==> config.mk <==
export PLATFORM = sky130hd
export DESIGN_NAME = service_lap_stopwatch_flat
export DESIGN_NICKNAME = d
export VERILOG_FILES = /design/src/rtl/service_lap_stopwatch_pkg.sv /design/src/rtl/service_lap_stopwatch_if.sv /design/src/rtl/service_lap_stopwatch_bcd_digit.sv /design/src/rtl/service_lap_stopwatch.sv /design/src/flat_wrapper.sv
export SDC_FILE = /design/constraint.sdc
export NUM_CORES = 1
export LEC_CHECK = 0
export ABC_AREA = 1
export CAP_MARGIN = 25
export CORE_UTILIZATION = 60
export CTS_CLUSTER_SIZE = 20
export DETAILED_ROUTE_END_ITERATION = 10
export GPL_TIMING_DRIVEN = 1
export PLACE_DENSITY = 0.8
export SLEW_MARGIN = 20
export SYNTH_ARGS = -nofsm -noshare
export SYNTH_HDL_FRONTEND = slang
export SYNTH_SLANG_ARGS = --single-unit
==> constraint.sdc <==
create_clock -name clk -period 2.59 [get_ports clk]
set_input_delay 0.518 -clock clk [delete_from_list [all_inputs] [get_ports clk]]
set_output_delay 0.518 -clock clk [all_outputs]
set_load 0.05 [all_outputs]
==> src/rtl/service_lap_stopwatch_pkg.sv <==
// Shared definitions for the lap stopwatch service.
// State encoding is also decoded by the top-level mode mux.
package service_lap_stopwatch_pkg;

  typedef enum logic [1:0] {
    S_OFF   = 2'd0,
    S_READY = 2'd1,
    S_RUN   = 2'd2,
    S_PAUSE = 2'd3
  } state_e;

  localparam int BCD_W = 4;

endpackage

==> src/rtl/service_lap_stopwatch_if.sv <==
// Push-button / display bundle between the mode mux and the stopwatch.
// master = mux side, slave = stopwatch service.
interface service_lap_stopwatch_if #(
  parameter int DIGITS = 4,
  parameter int N_LAPS = 4
) ();
  localparam int BCD_W = service_lap_stopwatch_pkg::BCD_W;
  localparam int LAP_W = $clog2(N_LAPS + 1);

  logic                    enable;
  logic                    push_m;
  logic                    push_lap;
  logic                    push_view;
  logic [BCD_W*DIGITS-1:0] segments;
  logic                    led;
  logic                    running;
  logic                    finish;
  logic                    overflow;
  logic [LAP_W-1:0]        lap_count;
  logic [LAP_W-1:0]        view_idx;

  modport master (
    output enable, push_m, push_lap, push_view,
    input  segments, led, running, finish,
    input  overflow, lap_count, view_idx
  );

  modport slave (
    input  enable, push_m, push_lap, push_view,
    output segments, led, running, finish,
    output overflow, lap_count, view_idx
  );
endinterface

==> src/rtl/service_lap_stopwatch_bcd_digit.sv <==
// One 0..9 BCD digit of the elapsed-time counter.
// sat_i blocks counting so the chain holds at all-9s.
module service_lap_stopwatch_bcd_digit
  import service_lap_stopwatch_pkg::*;
(
  input  logic             clk,
  input  logic             reset,
  input  logic             clear_i,
  input  logic             inc_i,
  input  logic             sat_i,
  output logic [BCD_W-1:0] digit_o,
  output logic             carry_o
);

  logic [BCD_W-1:0] digit_q, digit_d;
  logic             step;

  assign step    = inc_i && !sat_i;
  assign carry_o = step && (digit_q == BCD_W'(9));
  assign digit_o = digit_q;

  always_comb begin
    digit_d = digit_q;
    if (clear_i) begin
      digit_d = '0;
    end else if (step) begin
      digit_d = carry_o ? '0 : digit_q + BCD_W'(1);
    end
  end

  always_ff @(posedge clk) begin
    if (reset) begin
      digit_q <= '0;
    end else begin
      digit_q <= digit_d;
    end
  end

endmodule

==> src/rtl/service_lap_stopwatch.sv <==
// Lap stopwatch service: BCD run timer, lap buffer with recall,
// saturation flag and a finish pulse back to the mode mux.
module service_lap_stopwatch
  import service_lap_stopwatch_pkg::*;
#(
  parameter int TICK_DIV = 1_000_000,
  parameter int DIGITS   = 4,
  parameter int N_LAPS   = 4
) (
  input logic                    clk,
  input logic                    reset,
  service_lap_stopwatch_if.slave sw
);

  localparam int LAP_W = $clog2(N_LAPS + 1);
  localparam int SEG_W = BCD_W * DIGITS;
  localparam int PRE_W = (TICK_DIV > 1) ? $clog2(TICK_DIV) : 1;

  state_e           state_q, state_d;
  logic [PRE_W-1:0] pre_q, pre_d;
  logic [SEG_W-1:0] laps_q [N_LAPS];
  logic [LAP_W-1:0] lap_count_q, lap_count_d;
  logic [LAP_W-1:0] view_q, view_d;
  logic [SEG_W-1:0] seg_q, seg_d;
  logic             led_q, running_q;
  logic             finish_q, finish_d;
  logic             ovf_q, ovf_d;

  logic             clr, pre_clr, count_en;
  logic             lap_wr, strobe, all9;
  logic [SEG_W-1:0] cnt, lap_sel;
  logic [DIGITS:0]  carry;
  logic [DIGITS-1:0] nine;

  always_comb begin
    state_d  = state_q;
    view_d   = view_q;
    clr      = 1'b0;
    pre_clr  = 1'b0;
    count_en = 1'b0;
    lap_wr   = 1'b0;
    finish_d = 1'b0;
    if (!sw.enable) begin
      state_d = S_OFF;
      if (state_q != S_OFF) begin
        finish_d = 1'b1;
        clr      = 1'b1;
      end
    end else begin
      unique case (state_q)
        S_OFF: begin
          state_d = S_READY;
          clr     = 1'b1;
        end
        S_READY: begin
          if (sw.push_m) begin
            state_d = S_RUN;
            pre_clr = 1'b1;
          end
        end
        S_RUN: begin
          if (sw.push_m) begin
            state_d = S_PAUSE;
          end else begin
            count_en = 1'b1;
            lap_wr   = sw.push_lap &&
                       (lap_count_q != LAP_W'(N_LAPS));
          end
        end
        S_PAUSE: begin
          if (sw.push_m) begin
            state_d = S_RUN;
            view_d  = '0;
          end else if (sw.push_lap) begin
            state_d = S_READY;
            clr     = 1'b1;
          end else if (sw.push_view) begin
            view_d = (view_q == lap_count_q) ?
                     '0 : view_q + LAP_W'(1);
          end
        end
        default: state_d = S_OFF;
      endcase
    end
    if (clr) view_d = '0;
  end

  // Strobe fires on the prescaler wrap while the service stays in RUN.
  assign strobe = count_en && (pre_q == PRE_W'(TICK_DIV - 1));

  always_comb begin
    pre_d = pre_q;
    if (clr || pre_clr) begin
      pre_d = '0;
    end else if (count_en) begin
      pre_d = strobe ? '0 : pre_q + PRE_W'(1);
    end
  end

  assign carry[0] = strobe;
  assign all9     = &nine;

  for (genvar i = 0; i < DIGITS; i++) begin : g_digit
    service_lap_stopwatch_bcd_digit u_digit (
      .clk     (clk),
      .reset   (reset),
      .clear_i (clr),
      .inc_i   (carry[i]),
      .sat_i   (all9),
      .digit_o (cnt[i*BCD_W +: BCD_W]),
      .carry_o (carry[i+1])
    );
    assign nine[i] = (cnt[i*BCD_W +: BCD_W] == BCD_W'(9));
  end

  always_comb begin
    lap_sel = '0;
    for (int k = 0; k < N_LAPS; k++) begin
      if (view_q == LAP_W'(k + 1)) lap_sel = laps_q[k];
    end
  end

  always_comb begin
    lap_count_d = lap_count_q;
    if (clr) lap_count_d = '0;
    else if (lap_wr) lap_count_d = lap_count_q + LAP_W'(1);
  end

  assign ovf_d = !clr && (ovf_q || (strobe && all9));
  assign seg_d = (state_d == S_OFF || clr) ? '0 :
                 (view_q == '0) ? cnt : lap_sel;

  always_ff @(posedge clk) begin
    if (reset) begin
      state_q     <= S_OFF;
      pre_q       <= '0;
      lap_count_q <= '0;
      view_q      <= '0;
      seg_q       <= '0;
      led_q       <= 1'b0;
      running_q   <= 1'b0;
      finish_q    <= 1'b0;
      ovf_q       <= 1'b0;
    end else begin
      state_q     <= state_d;
      pre_q       <= pre_d;
      lap_count_q <= lap_count_d;
      view_q      <= view_d;
      seg_q       <= seg_d;
      led_q       <= (state_d != S_OFF);
      running_q   <= (state_d == S_RUN);
      finish_q    <= finish_d;
      ovf_q       <= ovf_d;
    end
  end

  // Lap slots capture the pre-increment count of the push cycle.
  always_ff @(posedge clk) begin
    for (int k = 0; k < N_LAPS; k++) begin
      if (reset || clr) begin
        laps_q[k] <= '0;
      end else if (lap_wr && lap_count_q == LAP_W'(k)) begin
        laps_q[k] <= cnt;
      end
    end
  end

  assign sw.segments  = seg_q;
  assign sw.led       = led_q;
  assign sw.running   = running_q;
  assign sw.finish    = finish_q;
  assign sw.overflow  = ovf_q;
  assign sw.lap_count = lap_count_q;
  assign sw.view_idx  = view_q;

endmodule
==> src/flat_wrapper.sv <==
// flat-port wrapper written by rule: the top's interface ports become plain ports
module service_lap_stopwatch_flat import service_lap_stopwatch_pkg::*;
#(
  parameter int TICK_DIV = 1_000_000,
  parameter int DIGITS   = 4,
  parameter int N_LAPS   = 4
)
  (clk, reset, sw_enable, sw_push_m, sw_push_lap, sw_push_view, sw_segments, sw_led, sw_running, sw_finish, sw_overflow, sw_lap_count, sw_view_idx);
  service_lap_stopwatch_if #(.DIGITS(DIGITS), .N_LAPS(N_LAPS)) sw_i ();
  input logic clk;
  input logic reset;
  input wire logic [$bits(sw_i.enable)-1:0] sw_enable;
  input wire logic [$bits(sw_i.push_m)-1:0] sw_push_m;
  input wire logic [$bits(sw_i.push_lap)-1:0] sw_push_lap;
  input wire logic [$bits(sw_i.push_view)-1:0] sw_push_view;
  output wire logic [$bits(sw_i.segments)-1:0] sw_segments;
  output wire logic [$bits(sw_i.led)-1:0] sw_led;
  output wire logic [$bits(sw_i.running)-1:0] sw_running;
  output wire logic [$bits(sw_i.finish)-1:0] sw_finish;
  output wire logic [$bits(sw_i.overflow)-1:0] sw_overflow;
  output wire logic [$bits(sw_i.lap_count)-1:0] sw_lap_count;
  output wire logic [$bits(sw_i.view_idx)-1:0] sw_view_idx;
  assign sw_i.enable = sw_enable;
  assign sw_i.push_m = sw_push_m;
  assign sw_i.push_lap = sw_push_lap;
  assign sw_i.push_view = sw_push_view;
  assign sw_segments = sw_i.segments;
  assign sw_led = sw_i.led;
  assign sw_running = sw_i.running;
  assign sw_finish = sw_i.finish;
  assign sw_overflow = sw_i.overflow;
  assign sw_lap_count = sw_i.lap_count;
  assign sw_view_idx = sw_i.view_idx;
  service_lap_stopwatch #(.TICK_DIV(TICK_DIV), .DIGITS(DIGITS), .N_LAPS(N_LAPS)) u_core (.clk(clk), .reset(reset), .sw(sw_i));
endmodule
After elaboration in Yosys (flattened, before gate mapping)

Memories as Yosys holds them, arrays and structs flattened.
Index checks and enable logic that the tools add are counted.

Add/sub/neg operators: 7
Eq/ne operators: 19
Multiplexer cells: 52
Bitwise logic cells: 4
Reduce and logical (&&, ||, !) cells: 35

Operator list:

| kind                                                                   | count |
|---|---|
| 16-bit 2-to-1 mux                                                      | 9 |
| 1-bit 2-to-1 mux                                                       | 27 |
| 20-bit by 1-bit adder with 20-bit output (second input constant)       | 1 |
| 20-bit equality test (second input constant)                           | 1 |
| 20-bit 2-to-1 mux                                                      | 1 |
| 4-bit by 1-bit adder with 4-bit output (second input constant)         | 4 |
| 4-bit equality test (second input constant)                            | 4 |
| 1-bit logical AND                                                      | 16 |
| 4-bit 2-to-1 mux                                                       | 4 |
| 3-bit by 2-bit equality test with 1-bit output (second input constant) | 4 |
| 3-bit 2-to-1 mux                                                       | 4 |
| 2-bit 2-to-1 mux                                                       | 5 |
| 2-bit case mux with 4 select lines                                     | 1 |
| 4-bit AND reduction                                                    | 2 |
| 2-bit OR reduction                                                     | 4 |
| 3-bit by 1-bit adder with 3-bit output (second input constant)         | 2 |
| 2-bit equality test (second input constant)                            | 3 |
| 3-bit by 1-bit equality test with 1-bit output (second input constant) | 2 |
| 3-bit logical NOT                                                      | 2 |
| 2-bit nonzero test                                                     | 3 |
| 2-bit logical NOT                                                      | 2 |
| 1-bit logical OR                                                       | 4 |
| 1-bit OR                                                               | 4 |
| 3-bit equality test                                                    | 1 |
| other kinds (6)                                                        | 7 |

Flip-flop bits (word level): 64
Bits in writable memories: 64
Input port bits: 6
Word-level logic and storage cells: 131
Memories kept: 1

Memory list:

| memory        | words | bits a word | read ports | clocked after Yosys merged registers in | write ports | line                        | source |
|---|---|---|---|---|---|---|---|
| u_core.laps_q | 4     | 16          | 4          | 0                                       | 4           | service_lap_stopwatch.sv:21 | `logic [SEG_W-1:0] laps_q [N_LAPS];` |

Logic depth before layout (Yosys ltp)

Gate-level depths: netlist (run 1).

Depth after elaboration: 13
Gate-level depth with buffers: 12
Gate-level depth less buffers: 12

Cells and area by module

Synthesis (run 1) repeated with hierarchy kept, for this count alone.

Cells, all modules: 787
Area, all modules: 6457.4 sq um

By module, submodules not included:

| module                          | instances | cells each | area an instance (sq um) |
|---|---|---|---|
| service_lap_stopwatch           | 1         | 647        | 5471.5 |
| service_lap_stopwatch_bcd_digit | 4         | 35         | 246.5 |

Least setup slack after synthesis (run 1)

Ideal clock, no wire load.

Path type: register to register
Start point: register u_core.view_q[2] (netlist: u_core.sw.view_idx[2])
End point: register u_core.seg_q[3] (netlist: u_core.sw.segments[3])
Data arrival time: 2.221 ns
Data required time: 2.470 ns
Slack: 0.250 ns
Stages on the path, launching flop included: 11
Cell sequence: dfxtp_1 buf_2 inv_1 buf_2 buf_2 ha_1 inv_1 clkbuf_1 a31oi_1 a21oi_1 nor2_4

Cells in the longest elaborated chain, start to end: 6

Ends and longest elaborated chain:

| element                                        | line                         | source |
|---|---|---|
| start, declared                                | service_lap_stopwatch.sv:23  | `logic [LAP_W-1:0] view_q, view_d;` |
| start signal, assigned                         | service_lap_stopwatch.sv:148 | `view_q <= view_d;` |
| 3-bit by 1-bit equality test with 1-bit output | service_lap_stopwatch.sv:119 | `if (view_q == LAP_W'(k + 1)) lap_sel = laps_q[k];` |
| 16-bit 2-to-1 mux (4 in a row)                 | service_lap_stopwatch.sv:119 |  |
| 16-bit 2-to-1 mux (*)                          | service_lap_stopwatch.sv:131 | `(view_q == '0) ? cnt : lap_sel;` |
| end signal, assigned                           | service_lap_stopwatch.sv:149 | `seg_q <= seg_d;` |
| end, declared                                  | service_lap_stopwatch.sv:24  | `logic [SEG_W-1:0] seg_q, seg_d;` |

Every way passes the cells marked *; elsewhere a longest branch is shown, timed or not.
A chain may end at the register's enable or synchronous reset.

Worst setup path after layout (run 1)

Start point: register u_core.view_q[0] (netlist: u_core.sw.view_idx[0])
End point: output port sw_view_idx[0]

RTL lines:

| element       | line               | source |
|---|---|---|
| end, declared | flat_wrapper.sv:22 | `output wire logic [$bits(sw_i.view_idx)-1:0] sw_view_idx;` |

No word-level cell between the ends.

==> results of run 1 <==
flip-flops by register name, summed over array words and instances, names as in the netlist:
| register | count |
|---|---|
| u_core.g_digit.u_digit.digit_o | 16 |
| u_core.laps_q | 64 |
| u_core.pre_q | 20 |
| u_core.state_q | 2 |
| u_core.sw.finish | 1 |
| u_core.sw.lap_count | 3 |
| u_core.sw.led | 1 |
| u_core.sw.overflow | 1 |
| u_core.sw.running | 1 |
| u_core.sw.segments | 16 |
| u_core.sw.view_idx | 3 |
layer usage:
metal,routed length (um),global-route usage (%),up-vias
li1,-,-,2562
met5,0,0,-
met2,7748,51.07,233
met1,5876,34.05,2501
met3,1136,6.928,35
met4,372,13.49,0
tightest hold or removal path, delay by kind of cell (launching register included):
family | cells | cell delay, ps
compound gates | 1 | 50
simple gates | 1 | 70
flops | 1 | 330
kinds of logic (layout without fill, tap and decap cells):
logic type	count (synthesis)	after routing	synth area share [%]
adders and majority gates	25	25	4.826
DFF	128	128	49.42
xor gates and xnor gates	8	8	1.081
AOI/OAI and AO/OA	90	90	7.819
and+or+nand+nor	393	393	30.29
buffers and inverters	97	151	6.564
Yosys cell counts, types with 5 or more instances:
cell	n	area [um2]
nand3_1	67	335.3
nor3_1	25	125.1
nand2_1	94	352.8
inv_2	8	30.03
clkbuf_1	10	37.54
ha_1	25	312.8
nand3_4	8	140.1
inv_1	60	225.2
nor2_1	145	544.3
nand4_1	11	68.82
nor2_2	13	81.33
a21oi_1	39	195.2
xor2_1	5	43.79
a31oi_1	11	68.82
dfxtp_1	64	1281
buf_2	7	35.03
o21ai_0	27	135.1
edfxtp_1	64	1922
nor2_4	10	112.6
nand3_2	7	70.07
layout by cell type (no fill, tap or decap), drive strengths merged:
cell           netlist  layout
nor3                25      25
nand3               82      82
ha                  25      25
o21ai               31      31
clkbuf              10      24
a31oi               11      11
buf                 14      15
clkinv               3       9
o22ai                4       4
bufinv               0       2
xnor2                3       3
nand4               12      12
nor3b                1       1
o21a                 1       1
nor2               170     170
a21oi               40      40
xor2                 5       5
clkdlybuf4s50        0      31
a211oi               1       1
nor4                 1       1
inv                 70      70
edfxtp              64      64
dfxtp               64      64
a21o                 1       1
a221oi               1       1
nand2              101     101
nand3b               1       1
layout make-up:
class / instances / area [um2]
clock buffer: 24 / 450.4
clock inverter: 8 / 88.84
fill: 778 / 2894
inverter: 73 / 284.0
multi-input combinational: 516 / 2853
sequential: 128 / 3203
tap: 136 / 170.2
timing repair buffer: 46 / 473.0
how the worst min path moves through the flow:
stage                          startpoint         endpoint  slack (ps)  cells past startpoint
final                     u_core.pre_q[1]  u_core.pre_q[1]         490                      2
after detailed placement  u_core.pre_q[1]  u_core.pre_q[1]         480                      2
after CTS                 u_core.pre_q[1]  u_core.pre_q[1]         490                      2
after global placement    u_core.pre_q[1]  u_core.pre_q[1]         470                      2
after floorplan           u_core.pre_q[1]  u_core.pre_q[1]         460                      2
after global routing      u_core.pre_q[1]  u_core.pre_q[1]         510                      2
per-stage QoR:
stage               cells  util, %  hold slack, ps  total power [W]
floorplan             741        -           462.7         0.002355
global placement      899    67.04           474.3         0.002410
detailed placement    899    67.04           480.3         0.002418
CTS                   931    72.22           489.0         0.004602
global route          931    72.22           514.7         0.004714
finish                931    72.22           492.5         0.004593
report_power, final:
group / internal [W] / total, W / leakage, nW / switching, W
Combinational: 0.0000511 / 0.000165 / 1.20 / 0.000114
Clock: 0.00138 / 0.00221 / 0.268 / 0.000833
Sequential: 0.00219 / 0.00221 / 1.22 / 0.0000193
==> results.md, run 1 <==
- I/O pin cnt: 32
- Pre-CTS setup slack: 175.7 ps
- Final hold vios: 0
- Outcome: completed
- Yosys reg bits: 128
- CP endpoint kind: output port
- CTS sink cnt: 128
- Clock Skew: 6.197 ps
- Routed length per instance: 16.26 um
- Routed Antenna Nets: 0
- Post-CTS setup buffers: 0
- TNS Setup: 0 ps
- Critical R2R Launch: u_core.sw.view_idx[0]
- PwrDens: 610.6 mW/mm2
- Largest fanout on the critical path: 6
- Total number of vias: 5331
- Critical-path cell list: clkdlybuf4s50_1
- Worst ir drop on vdd: 0.5547 mV
- Yosys warnings: 0
- CTS tree: yes
- Post-synthesis sequential area ratio: 49.42%
- Fin crit share: 90.58%
- Drt first pass iters: 5
- Mapped Nets: 772
- Antenna violations before repair: 0
- CP max-delay cell: clkdlybuf4s50_1
- Gr ovfl total: 0
- Die height: 105.9 um
- Port Buf Inserts: 31
- Crit path time final: 2346 ps
- Static Leakage: 2.681 nW
- Htree depth: 4
- Root Driver: clkbuf_8
- Row count: 37
- Clk_lat worst skew: 530 ps
- Number of max-cap violations: 0
- Share of cells above drive strength 1: 12.83%
- DRT Wirelength: 15.13 mm
- WP depth: 1
- CTS buffer count: 17
- Final Setup Violations: 0
- Cts hold-fix bufs: 0
- RR Endpoint: u_core.sw.segments[12]
- Die width: 105.9 um
- Largest stage delay, worst path: 850 ps
- Post-synth EDFFs: 64
- Design Area, Final: 0.007522 mm2
- GRT Util Overall: 29.27%
- Final Max Tran Viols: 0
- Placer Congestion: 0.8907
- Initial core utilization: 62.22%
- Slew headroom: 54.36%
- R2r setup slk: 490 ps
- Worst Setup Path Type: register to output port
- Critical path's top delay family: buffers and inverters
- CP arrival: 1830 ps
- First DRT Iteration DRCs: 391
- Fmax: 426.2 MHz
- Vias per cell: 5.726
- Dpl hpwl: 10.45 mm
- Layout area overhead: 16.06%
- Worst-Margin Slew: 684.6 ps
- Clk slew on worst S/H paths: 50 ps
- Placed Instance Area: 0.006983 mm2
- Critical Path Source: u_core.sw.view_idx[0]
- Worst EP required: 2070 ps
- Crit path buf inv count: 1
- First-pass GRT wire length: 25.19 mm
- DR DRC count: 0
- Avg Cell Area, Syn: 8.747 um2
- Setup crit start kind: register
- Worst setup path end: sw_view_idx[0]
- Core ar.: 0.01042 mm2
- Top FF cell, synth: edfxtp_1
- Hold WC Path Type: register to register
- RSZ-0062 raised after global routing: no
- Die footprint: 0.01122 mm2
- Largest net degree at the start of global routing: 31
- Mapped Cells: 741
- N_diodes: 0
- Nets@finish: 813
- Mapped cell area: 0.006481 mm2
- Synth unique cells: 43
- Async set or reset register ratio after synthesis: 0%
- CTS max path bufs: 2
- Final WS setup: 243.9 ps
- Post-CTS sizing: 0
- Vias in the first global route: 5308
- Worst r2r path cells: 8
Note: power is estimated with default switching activity, not from simulation.
==> run 2: changes to the inputs <==
Settings changed: CORE_MARGIN from default to 5.
==> run 2 against run 1 <==
Net effect: sequential share of layout area fell by 0.29 points; global-route usage fell by 4.1 points; power rose by 4.8%; register-to-register slack improved by 40 ps; final area rose by 0.68%; fmax fell by 0.37%; die area rose by 16%; via count fell by 0.43%; wire length rose by 1.9%; non-clock buffer count fell by 2; critical path type unchanged; critical endpoint is now sw_view_idx[1]; largest cell class unchanged; largest power group is now clock.
==> results.md, run 2 (synthesis results as in run 1) <==
- Outcome: completed
- Slew headroom: 57.96%
- Row count: 38
- Sw Share: 20.63%
- DR DRC count: 0
- Critical path's top delay family: buffers and inverters
- Die height: 113.9 um
- Top Registers: u_core.laps_q: 64 flops, u_core.pre_q: 20 flops
- Largest net degree at the start of global routing: 31
- Final Hold Slack: 500.5 ps
- Max reg flops: 64
- Clk_lat worst skew: 530 ps
- Antenna violations before repair: 0
- Static Leakage: 2.691 nW
- CP endpoint kind: output port
- PwrDens: 635.5 mW/mm2
- Commonest non-fill, non-tap cell in the layout: nor2_1
- DRT Wirelength: 15.43 mm
- Clock Skew: 9.389 ps
- Post-CTS sizing: 0
- Routed length per instance: 16.54 um
- Layout area overhead: 16.85%
- Gate power share: 3.4%
- First-pass GRT wire length: 25.61 mm
- Initial core utilization: 60.58%
- Total power: 0.004813 W
- Vias in the first global route: 5366
- Hold WC Path Type: register to register
- Share of cells above drive strength 1: 12.86%
- Fillers: 795
- Cts hold-fix bufs: 0
- Crit path buf inv count: 1
- Final Max Tran Viols: 0
- Flop pwr share: 46.0%
- CTS sink cnt: 128
- Core ar.: 0.01070 mm2
- CTS tree: yes
- Most frequent cells in the layout: 145 x nor2_1, 94 x nand2_1, 67 x nand3_1
- Worst EP required: 2070 ps
- Routed Antenna Nets: 0
- Worst-Margin Slew: 630.6 ps
- Fin cells: 933
- Setup crit start kind: register
- Number of max-cap violations: 0
- Placer Congestion: 0.8859
- GRT Util Overall: 25.17%
- Htree depth: 4
- Worst Setup Path Type: register to output port
- Clk slew on worst S/H paths: 50 ps
- Die width: 113.9 um
- Nets@finish: 811
- RSZ-0062 raised after global routing: no
- Vias per cell: 5.689
- Dpl hpwl: 10.48 mm
- Root Driver: clkbuf_8
- N_diodes: 0
- Largest fanout on the critical path: 6
- Die footprint: 0.01298 mm2
- Clock power frac: 50.6%
- CP max-delay cell: clkdlybuf4s50_1
- Worst ir drop on vdd: 0.5124 mV
- CP arrival: 1840 ps
- Total number of vias: 5308
- Switching pwr: 0.0009931 W
- Drt first pass iters: 5
- Crit path time final: 2355 ps
- CTS buffer count: 17
- Fin crit share: 90.92%
- Post-CTS setup buffers: 0
- Final hold vios: 0
- Cells after DPL: 901
- Top reg by flops: u_core.laps_q
- Largest stage delay, worst path: 860 ps
- First DRT Iteration DRCs: 452
- Fmax: 424.7 MHz
- I/O pin cnt: 32
- Port Buf Inserts: 31
- Final Setup Violations: 0
- CTS max path bufs: 2
- Final core utilization: 70.80%
- Gr ovfl total: 0
- Critical-path cell list: clkdlybuf4s50_1
- Int Pwr: 0.003820 W
- TNS Setup: 0 ps
## run 2: changes by cell type in the layout (fill, tap and decap cells not counted)
| cell | previous run | this run |
|---|---|---|
| clkinv_2 | 5 | 2 |
| clkinv_1 | 4 | 6 |
| bufinv_16 | 2 | 4 |
| clkbuf_1 | 6 | 2 |
| clkinv_4 | 0 | 1 |
| buf_4 | 11 | 9 |
| clkinvlp_4 | 0 | 2 |
## run 2: final cells by class
type | instances | area [um2] | area share (%)
flip-flops and latches | 128 | 3203 | 42.29
multi-input cells | 516 | 2853 | 37.67
repair buffers | 44 | 457.9 | 6.047
clock buffers | 20 | 435.4 | 5.749
inverters | 73 | 284.0 | 3.750
well taps | 140 | 175.2 | 2.313
clock inverters | 12 | 165.2 | 2.181
## run 2: through the flow
| stage | setup WS, ps | instance area [um2] |
|---|---|---|
| 2_1_floorplan | 249.6 | 6481 |
| 3_3_place_gp | 207.5 | 6973 |
| 3_5_place_dp | 142.6 | 6973 |
| 4_1_cts | 202.6 | 7574 |
| 5_1_grt | 161.3 | 7574 |
| 6_report | 235.2 | 7574 |
## run 2: worst paths after layout
check / start / end / slack [ps] / cells past startpoint
setup / recovery: u_core.sw.view_idx[1] / sw_view_idx[1] / 240 / 1
hold / removal: u_core.g_digit[1].u_digit.digit_o[0] / u_core.g_digit[1].u_digit.digit_o[0] / 500 / 2
setup reg to reg: u_core.state_q[0] / u_core.g_digit[1].u_digit.digit_o[1] / 530 / 11
hold reg to reg: u_core.g_digit[1].u_digit.digit_o[0] / u_core.g_digit[1].u_digit.digit_o[0] / 500 / 2
## run 2: power groups by stage
| stage | clock network [W] | registers, W | logic, W |
|---|---|---|---|
| after floorplan | 0 | 0.00226 | 0.0000995 |
| after global placement | 0 | 0.00225 | 0.000155 |
| after detailed placement | 0 | 0.00225 | 0.000161 |
| after CTS | 0.00246 | 0.00221 | 0.000162 |
| after global routing | 0.00255 | 0.00222 | 0.000174 |
| final | 0.00244 | 0.00221 | 0.000162 |
## run 2: routing by layer
metal | up-vias | part of all wire, % | global-route usage [%]
li1 | 2563 | - | -
met1 | 2480 | 40 | 29.35
met2 | 225 | 51 | 42.74
met3 | 40 | 6.6 | 6.790
met4 | 0 | 2.5 | 12.43
met5 | - | 0 | 0
